[config.mk]
export PLATFORM = sky130hd
export DESIGN_NAME = sseg_scan_capture
export DESIGN_NICKNAME = d
export VERILOG_FILES = /design/src/rtl/sseg_pkg.sv /design/src/rtl/sseg_to_hex.sv /design/src/rtl/sseg_scan_capture.sv
export SDC_FILE = /design/constraint.sdc
export NUM_CORES = 1
export LEC_CHECK = 0
export ABC_AREA = 1
export ABC_CLOCK_PERIOD_IN_PS = 4800
export BUFFER_PORTS_ARGS = -buffer_cell sky130_fd_sc_hd__buf_2
export CAP_MARGIN = 0
export CORE_MARGIN = 8
export CORE_UTILIZATION = 41
export DETAILED_ROUTE_END_ITERATION = 8
export HOLD_SLACK_MARGIN = 0.06
export PLACE_DENSITY = 0.66
export SYNTH_ARGS = -nofsm -noshare
export SYNTH_HDL_FRONTEND = slang
export SYNTH_SLANG_ARGS = --single-unit
[constraint.sdc]
create_clock -name clk -period 4.8 [get_ports clk]
set_input_delay 0.72 -clock clk [delete_from_list [all_inputs] [get_ports clk]]
set_output_delay 0.72 -clock clk [all_outputs]
set_load 0.03 [all_outputs]
[src/rtl/sseg_pkg.sv]
// -----------------------------------------------------------------------------
// sseg_pkg
// Definitions shared by the 7-segment encoder and the scan-capture receiver:
//   - GLYPH: the sixteen hex glyphs, active-high, bit0 = segment a ... bit6 = g
//   - scan_state_e: states of the per-sample digit-tracking FSM
//   - onehot_idx(): index of the single set bit of a 4-bit one-hot anode vector
// -----------------------------------------------------------------------------
package sseg_pkg;

  typedef enum logic [1:0] {
    IDLE  = 2'd0,  // no digit selected (blanking or multi-anode glitch)
    TRACK = 2'd1,  // digit selected, waiting for it to stay stable
    HELD  = 2'd2   // digit latched, waiting for the scan to move on
  } scan_state_e;

  // Glyphs 0-9, A, b, C, d, E, F.
  localparam logic [6:0] GLYPH [16] = '{
    7'h3F, 7'h06, 7'h5B, 7'h4F, 7'h66, 7'h6D, 7'h7D, 7'h07,
    7'h7F, 7'h6F, 7'h77, 7'h7C, 7'h39, 7'h5E, 7'h79, 7'h71
  };

  // Only meaningful for a one-hot input; anything else maps to 0.
  function automatic logic [1:0] onehot_idx(input logic [3:0] oh);
    case (oh)
      4'b0010: return 2'd1;
      4'b0100: return 2'd2;
      4'b1000: return 2'd3;
      default: return 2'd0;
    endcase
  endfunction

endpackage

[src/rtl/sseg_to_hex.sv]
// -----------------------------------------------------------------------------
// sseg_to_hex
// Combinational glyph decoder: active-high 7-segment pattern -> hex nibble.
// Ports:
//   seg_i     in  7  segment pattern, bit0 = a ... bit6 = g, 1 = lit
//   nibble_o  out 4  decoded hex value (0 when err_o or blank_o)
//   err_o     out 1  pattern is neither a hex glyph nor blank
//   blank_o   out 1  all segments off
// -----------------------------------------------------------------------------
module sseg_to_hex
  import sseg_pkg::*;
(
  input  logic [6:0] seg_i,
  output logic [3:0] nibble_o,
  output logic       err_o,
  output logic       blank_o
);

  always_comb begin
    // NOTE: every output gets a default before any branch; a path that leaves an
    // output unassigned in always_comb would infer a latch.
    nibble_o = 4'h0;
    err_o    = 1'b1;
    blank_o  = 1'b0;
    if (seg_i == 7'h00) begin
      err_o   = 1'b0;
      blank_o = 1'b1;
    end else begin
      for (int i = 0; i < 16; i++) begin
        if (seg_i == GLYPH[i]) begin
          nibble_o = 4'(i);
          err_o    = 1'b0;
        end
      end
    end
  end

endmodule

[src/rtl/sseg_scan_capture.sv]
// -----------------------------------------------------------------------------
// sseg_scan_capture
// Receiver for a multiplexed 4-digit 7-segment display. Synchronises the
// scanned lines, waits for each selected digit to settle, decodes it into a
// shadow slot and publishes all four digits together once every slot has been
// refreshed. stale_o flags that no complete frame arrived for TIMEOUT_CYC clocks.
// Ports:
//   clk          in  1   system clock
//   rst_n        in  1   asynchronous active-low reset
//   SSeg         in  7   segment lines, bit0 = a ... bit6 = g
//   an           in  4   anode lines, an[0] = rightmost digit
//   digits_o     out 16  {digit3, digit2, digit1, digit0}
//   err_o        out 4   per digit: unrecognised glyph (nibble is 0)
//   blank_o      out 4   per digit: all segments off (nibble is 0)
//   frame_valid  out 1   one-cycle pulse when the outputs update
//   stale_o      out 1   no complete frame within TIMEOUT_CYC clocks
// -----------------------------------------------------------------------------
module sseg_scan_capture
  import sseg_pkg::*;
#(
  parameter int STABLE_CYC     = 1000,
  parameter int TIMEOUT_CYC    = 2_000_000,
  parameter bit AN_ACTIVE_LOW  = 1'b1,
  parameter bit SEG_ACTIVE_LOW = 1'b1
) (
  input  logic        clk,
  input  logic        rst_n,
  input  logic [6:0]  SSeg,
  input  logic [3:0]  an,
  output logic [15:0] digits_o,
  output logic [3:0]  err_o,
  output logic [3:0]  blank_o,
  output logic        frame_valid,
  output logic        stale_o
);

  localparam int ST_W = $clog2(STABLE_CYC + 1);
  localparam int TO_W = $clog2(TIMEOUT_CYC + 1);
  localparam logic [ST_W-1:0] STABLE_LAST = ST_W'(STABLE_CYC - 1);
  localparam logic [TO_W-1:0] TIMEOUT_MAX = TO_W'(TIMEOUT_CYC);
  localparam logic [TO_W-1:0] TIMEOUT_PRE = TO_W'(TIMEOUT_CYC - 1);
  // Synchronisers reset to the "nothing lit" pin level.
  localparam logic [3:0] AN_OFF  = AN_ACTIVE_LOW  ? 4'hF  : 4'h0;
  localparam logic [6:0] SEG_OFF = SEG_ACTIVE_LOW ? 7'h7F : 7'h00;

  // ---------------------------------------------------------------- sync
  logic [6:0] seg_s1_q, seg_s2_q;
  logic [3:0] an_s1_q, an_s2_q;

  always_ff @(posedge clk or negedge rst_n) begin
    if (!rst_n) begin
      seg_s1_q <= SEG_OFF;
      seg_s2_q <= SEG_OFF;
      an_s1_q  <= AN_OFF;
      an_s2_q  <= AN_OFF;
    end else begin
      // NOTE: non-blocking assignments make every flop sample the pre-edge value,
      // so the two stages really form a 2-cycle pipeline.
      seg_s1_q <= SSeg;
      seg_s2_q <= seg_s1_q;
      an_s1_q  <= an;
      an_s2_q  <= an_s1_q;
    end
  end

  // Active-high view of the synchronised sample.
  logic [3:0] an_hi;
  logic [6:0] seg_hi;
  logic       an_valid;

  assign an_hi    = an_s2_q  ^ {4{AN_ACTIVE_LOW}};
  assign seg_hi   = seg_s2_q ^ {7{SEG_ACTIVE_LOW}};
  assign an_valid = $onehot(an_hi);

  // ---------------------------------------------------------------- tracking FSM
  scan_state_e      state_q;
  logic [ST_W-1:0]  stab_cnt_q;
  logic [3:0]       cap_an_q;
  logic [6:0]       cap_seg_q;
  logic [3:0][3:0]  shadow_nib_q;
  logic [3:0]       shadow_err_q, shadow_blank_q;
  logic [3:0]       seen_q;

  logic       sample_eq, latch_en, frame_now;
  logic [3:0] dec_nib;
  logic       dec_err, dec_blank;
  logic [1:0] slot;

  assign sample_eq = ({an_hi, seg_hi} == {cap_an_q, cap_seg_q});
  // The STABLE_CYC-th identical sample in TRACK latches the digit.
  assign latch_en  = (state_q == TRACK) && sample_eq && (stab_cnt_q == STABLE_LAST);
  assign frame_now = (seen_q == 4'hF);
  assign slot      = onehot_idx(cap_an_q);

  sseg_to_hex u_dec (
    .seg_i    (cap_seg_q),
    .nibble_o (dec_nib),
    .err_o    (dec_err),
    .blank_o  (dec_blank)
  );

  always_ff @(posedge clk or negedge rst_n) begin
    if (!rst_n) begin
      state_q        <= IDLE;
      stab_cnt_q     <= '0;
      cap_an_q       <= '0;
      cap_seg_q      <= '0;
      // NOTE: the shadow slots are reset too, so nothing from before a reset can
      // ever resurface; they are only a few flops.
      shadow_nib_q   <= '0;
      shadow_err_q   <= '0;
      shadow_blank_q <= '0;
      seen_q         <= '0;
    end else begin
      case (state_q)
        IDLE: begin
          if (an_valid) begin
            state_q    <= TRACK;
            stab_cnt_q <= ST_W'(1);
            cap_an_q   <= an_hi;
            cap_seg_q  <= seg_hi;
          end
        end
        TRACK, HELD: begin
          if (sample_eq) begin
            // HELD keeps the count at STABLE_CYC: no relatch, no wrap.
            if (state_q == TRACK) begin
              stab_cnt_q <= stab_cnt_q + ST_W'(1);
              if (latch_en) state_q <= HELD;
            end
          end else if (an_valid) begin
            state_q    <= TRACK;
            stab_cnt_q <= ST_W'(1);
            cap_an_q   <= an_hi;
            cap_seg_q  <= seg_hi;
          end else begin
            state_q    <= IDLE;
            stab_cnt_q <= '0;
          end
        end
        default: begin
          state_q    <= IDLE;
          stab_cnt_q <= '0;
        end
      endcase

      if (latch_en) begin
        shadow_nib_q[slot]   <= dec_nib;
        shadow_err_q[slot]   <= dec_err;
        shadow_blank_q[slot] <= dec_blank;
      end
      // A latch in the publishing cycle starts the next frame's mask.
      seen_q <= (frame_now ? 4'h0 : seen_q) | (latch_en ? cap_an_q : 4'h0);
    end
  end

  // ---------------------------------------------------------------- publish / timeout
  logic [TO_W-1:0] to_cnt_q;

  always_ff @(posedge clk or negedge rst_n) begin
    if (!rst_n) begin
      digits_o    <= '0;
      err_o       <= '0;
      blank_o     <= '0;
      frame_valid <= 1'b0;
      stale_o     <= 1'b1;
      to_cnt_q    <= '0;
    end else begin
      frame_valid <= frame_now;
      if (frame_now) begin
        // Frame completion beats a coincident timeout expiry.
        digits_o <= shadow_nib_q;
        err_o    <= shadow_err_q;
        blank_o  <= shadow_blank_q;
        stale_o  <= 1'b0;
        to_cnt_q <= '0;
      end else begin
        if (to_cnt_q != TIMEOUT_MAX) to_cnt_q <= to_cnt_q + TO_W'(1);
        if (to_cnt_q >= TIMEOUT_PRE) stale_o <= 1'b1;
      end
    end
  end

endmodule

==> impl_metrics.yaml <==
placement:
  gp_congestion: 0.849
  place_ws_ns: 1.88
  place_area_sq_um: 6320
  dpl.hpwl_um: 8920
  portBuffers: 38
  placedCellCount: 964
worst_setup_path:
  cp_num_buf_inv: 1
  cp_slowest_stage_delay_ns: 0.80
  path_cells: "fa_1 -> inv_1 -> ha_1 -> ha_1 -> nor3_1 -> o21ai_0 -> nor2_2 -> nand2_1 -> o21ai_2"
  endpoint_kind: "flop"
  cp-startpoint: "an_s2_q[1]"
  cp_data_arrival_time_ns: 3.26
  required_ns: 5.14
  r2r_start: "an_s2_q[1]"
  cp_common_cell: "ha_1"
  cp_slowest_cell: "nor2_2"
  crit_type: "reg -> reg"
  cp_top_family: "simple AND/OR/NAND/NOR gates"
  crit_fanout: 22
  crit_path_start_kind: "flop"
  reg2reg_slack_ns: 1.88
clocking:
  cts_tree: "done"
  cts-root-buf: "clkbuf_16"
  clkSinkCount: 120
  clkTransAtPathRegs_ns: 0.06
  postCtsSetupBuffers: 0
  postCtsHoldBufs: 0
  ctsResizeCount: 0
  cts_max_level: 4
  clk_latency_ns: 0.42
  cts.path.max_buffers: 2
  numCtsBuffers: 17
sta:
  worstMarginPinSlew_ns: 0.997
  whs_ns: 0.316
  finalWorstSetupSlack_ns: 1.88
  worst_clock_skew_ns: 0.0135
  min_period_over_period_pct: 60.9
  setup_viol: 0
  slew_headroom_pct: 33.4
  rsz0062_at_grt: "no"
  tns_ns: 0
  timing.final.crit_period_ns: 2.92
  slew_violations: 0
  clock.fmax_ghz: 0.342
  hold_viol: 0
run:
  drv_cap: 0
detailed_routing:
  via_per_inst: 4.84
  wl_per_cell_um: 12.7
  routed_wl_um: 12600
  ant_nets: 0
  vias: 4818
  drtIter0Drc: 273
  firstDrtPassIters: 5
  drc: 0
synth:
  ys_seq_area_share_pct: 50.9
  yosys-top-cells-area: "dfrtp_1 (41%), nand2_1 (16%), dfstp_2 (10%), inv_1 (5.5%), nand4_1 (4.0%)"
  avgSynthCellArea_sq_um: 7.90
  synth_top_area_share_pct: 40.8
  yosys_warnings: 0
  ys_ff_latch: 120
  synth_cell_types: 36
  syn_nets: 775
  synth.largest_area_cell: "dfrtp_1"
  synthCells: 753
  synth_area_sq_um: 5950
final_layout:
  finalNonFillerCells: 996
  fin_util_pct: 47.8
  drive_gt1_share_pct: 15.8
  fin_nets: 821
  syn_to_final_growth_pct: 15.4
  num_antenna_cells: 0
  fin_area_sq_um: 6870
die:
  dieArea_sq_um: 18600
  fp.dieW_um: 136
  die_h_um: 136
  pin_count: 39
  fp.coreArea_sq_um: 14400
  initial_core_util_pct: 41.4
  rows: 44
grt:
  grt-ovfl-total: 0
  grt_pass1_wl_um: 21700
  grt_max_degree: 49
  grt_pass1_vias: 4586
  grt_usage_pct: 14.7
  antenna_found_initial: 0
power_and_ir_drop:
  cellLeakagePower_nw: 3.57
  ir_drop_v: 0.000305
  p_total_mw: 2.90
  power_density_nw_per_um2: 422
worst_hold_path:
  min_path_type: "in -> async"
status:
  status: "finished clean"
==> logic make-up after synthesis <==
logic type | synth area share, %
buffers and inverters | 7.72
xor gates and xnor gates | 1.62
AOI/OAI and AO/OA | 5.95
DFF | 50.9
and+or+nand+nor | 31.7
adders and majority gates | 2.02
==> cell type report <==
class	instances	area, sq um
clock inverters	11	98.8
multi-input cells	517	2460
inverters	102	383
well taps	184	230
fillers	1409	7500
repair buffers	41	215
flip-flops and latches	120	3030
clock buffers	21	450
==> flip-flops by register name, summed over array words and instances (netlist names), 7 cells and up <==
register	count
to_cnt_q	21
digits_o	16
shadow_nib_q	16
stab_cnt_q	10
cap_seg_q	7
seg_s1_q	7
seg_s2_q	7
==> per-layer routing <==
metal	GRT usage, %	vias up	wire length (um)
li1	-	2499	-
met1	19.1	2213	6150
met2	22.4	89	5690
met3	4.07	17	515
met4	6.71	0	247
met5	0	-	0
==> where the power goes <==
part,switching [mW],leakage (nW),internal (mW)
Combinational,0.398,1.75,0.159
Clock,0.454,0.264,0.723
Sequential,0.0805,1.56,1.09
Total,0.932,3.57,1.97
==> worst register-to-register path, delay by kind of cell, from the launching register on <==
family	cells	cell delay, ns
and+or+nand+nor	3	1.19
adders and majority gates	3	0.77
DFF	1	0.55
AOI/OAI and AO/OA	2	0.25
buffers and inverters	1	0.07
==> cell usage after synthesis <==
cell type and count:
dfrtp_1 97, nor4_1 2, or2_0 1, nand2_4 1, nand4_1 38, nor2_2 6
or2_1 1, nand3_1 41, and2_1 1, o21ai_1 20, inv_2 11, xnor2_1 3
fa_1 1, nor3_2 1, o21a_1 1, dfstp_2 23, clkinv_1 4, xor2_1 8
nor2_4 3, nand3b_1 2, buf_4 2, inv_1 87, buf_6 2, a21oi_1 15
o21ai_0 14, o211ai_1 1, nand2_1 253, a211oi_1 2, clkbuf_1 8, nand2_2 4
nor2_1 58, o21ai_2 9, buf_2 1, buf_1 1, ha_1 8, nor3_1 23
==> worst paths after layout <==
check	endpoint	cells after the start
max	cap_an_q[3]	9
min	to_cnt_q[5]	1
max reg2reg	cap_an_q[3]	9
min reg2reg	an_s2_q[2]	0
max in group asynchronous	seg_s2_q[3]	2
min in group clk	an_s2_q[2]	0
==> layout by cell type (no fill, tap or decap), types with 2 or more instances in the layout <==
cell | Yosys | routed
nand3b_1 | 2 | 2
inv_6 | 0 | 2
nand3_1 | 41 | 41
clkbuf_1 | 8 | 3
o21ai_1 | 20 | 20
clkinv_2 | 0 | 4
clkinvlp_4 | 0 | 3
clkinv_1 | 4 | 4
buf_4 | 2 | 4
nand2_1 | 253 | 253
inv_2 | 11 | 11
buf_2 | 1 | 37
ha_1 | 8 | 8
nor3_1 | 23 | 23
xor2_1 | 8 | 8
clkbuf_16 | 0 | 17
nand2_2 | 4 | 4
o21ai_2 | 9 | 9
dfrtp_1 | 97 | 97
nor2_4 | 3 | 3
inv_1 | 87 | 87
nor4_1 | 2 | 2
nand4_1 | 38 | 38
nor2_2 | 6 | 6
nor2_1 | 58 | 58
dfstp_2 | 23 | 23
o21ai_0 | 14 | 14
xnor2_1 | 3 | 3
a21oi_1 | 15 | 15
a211oi_1 | 2 | 2
Note: power is estimated with default switching activity, not from simulation.
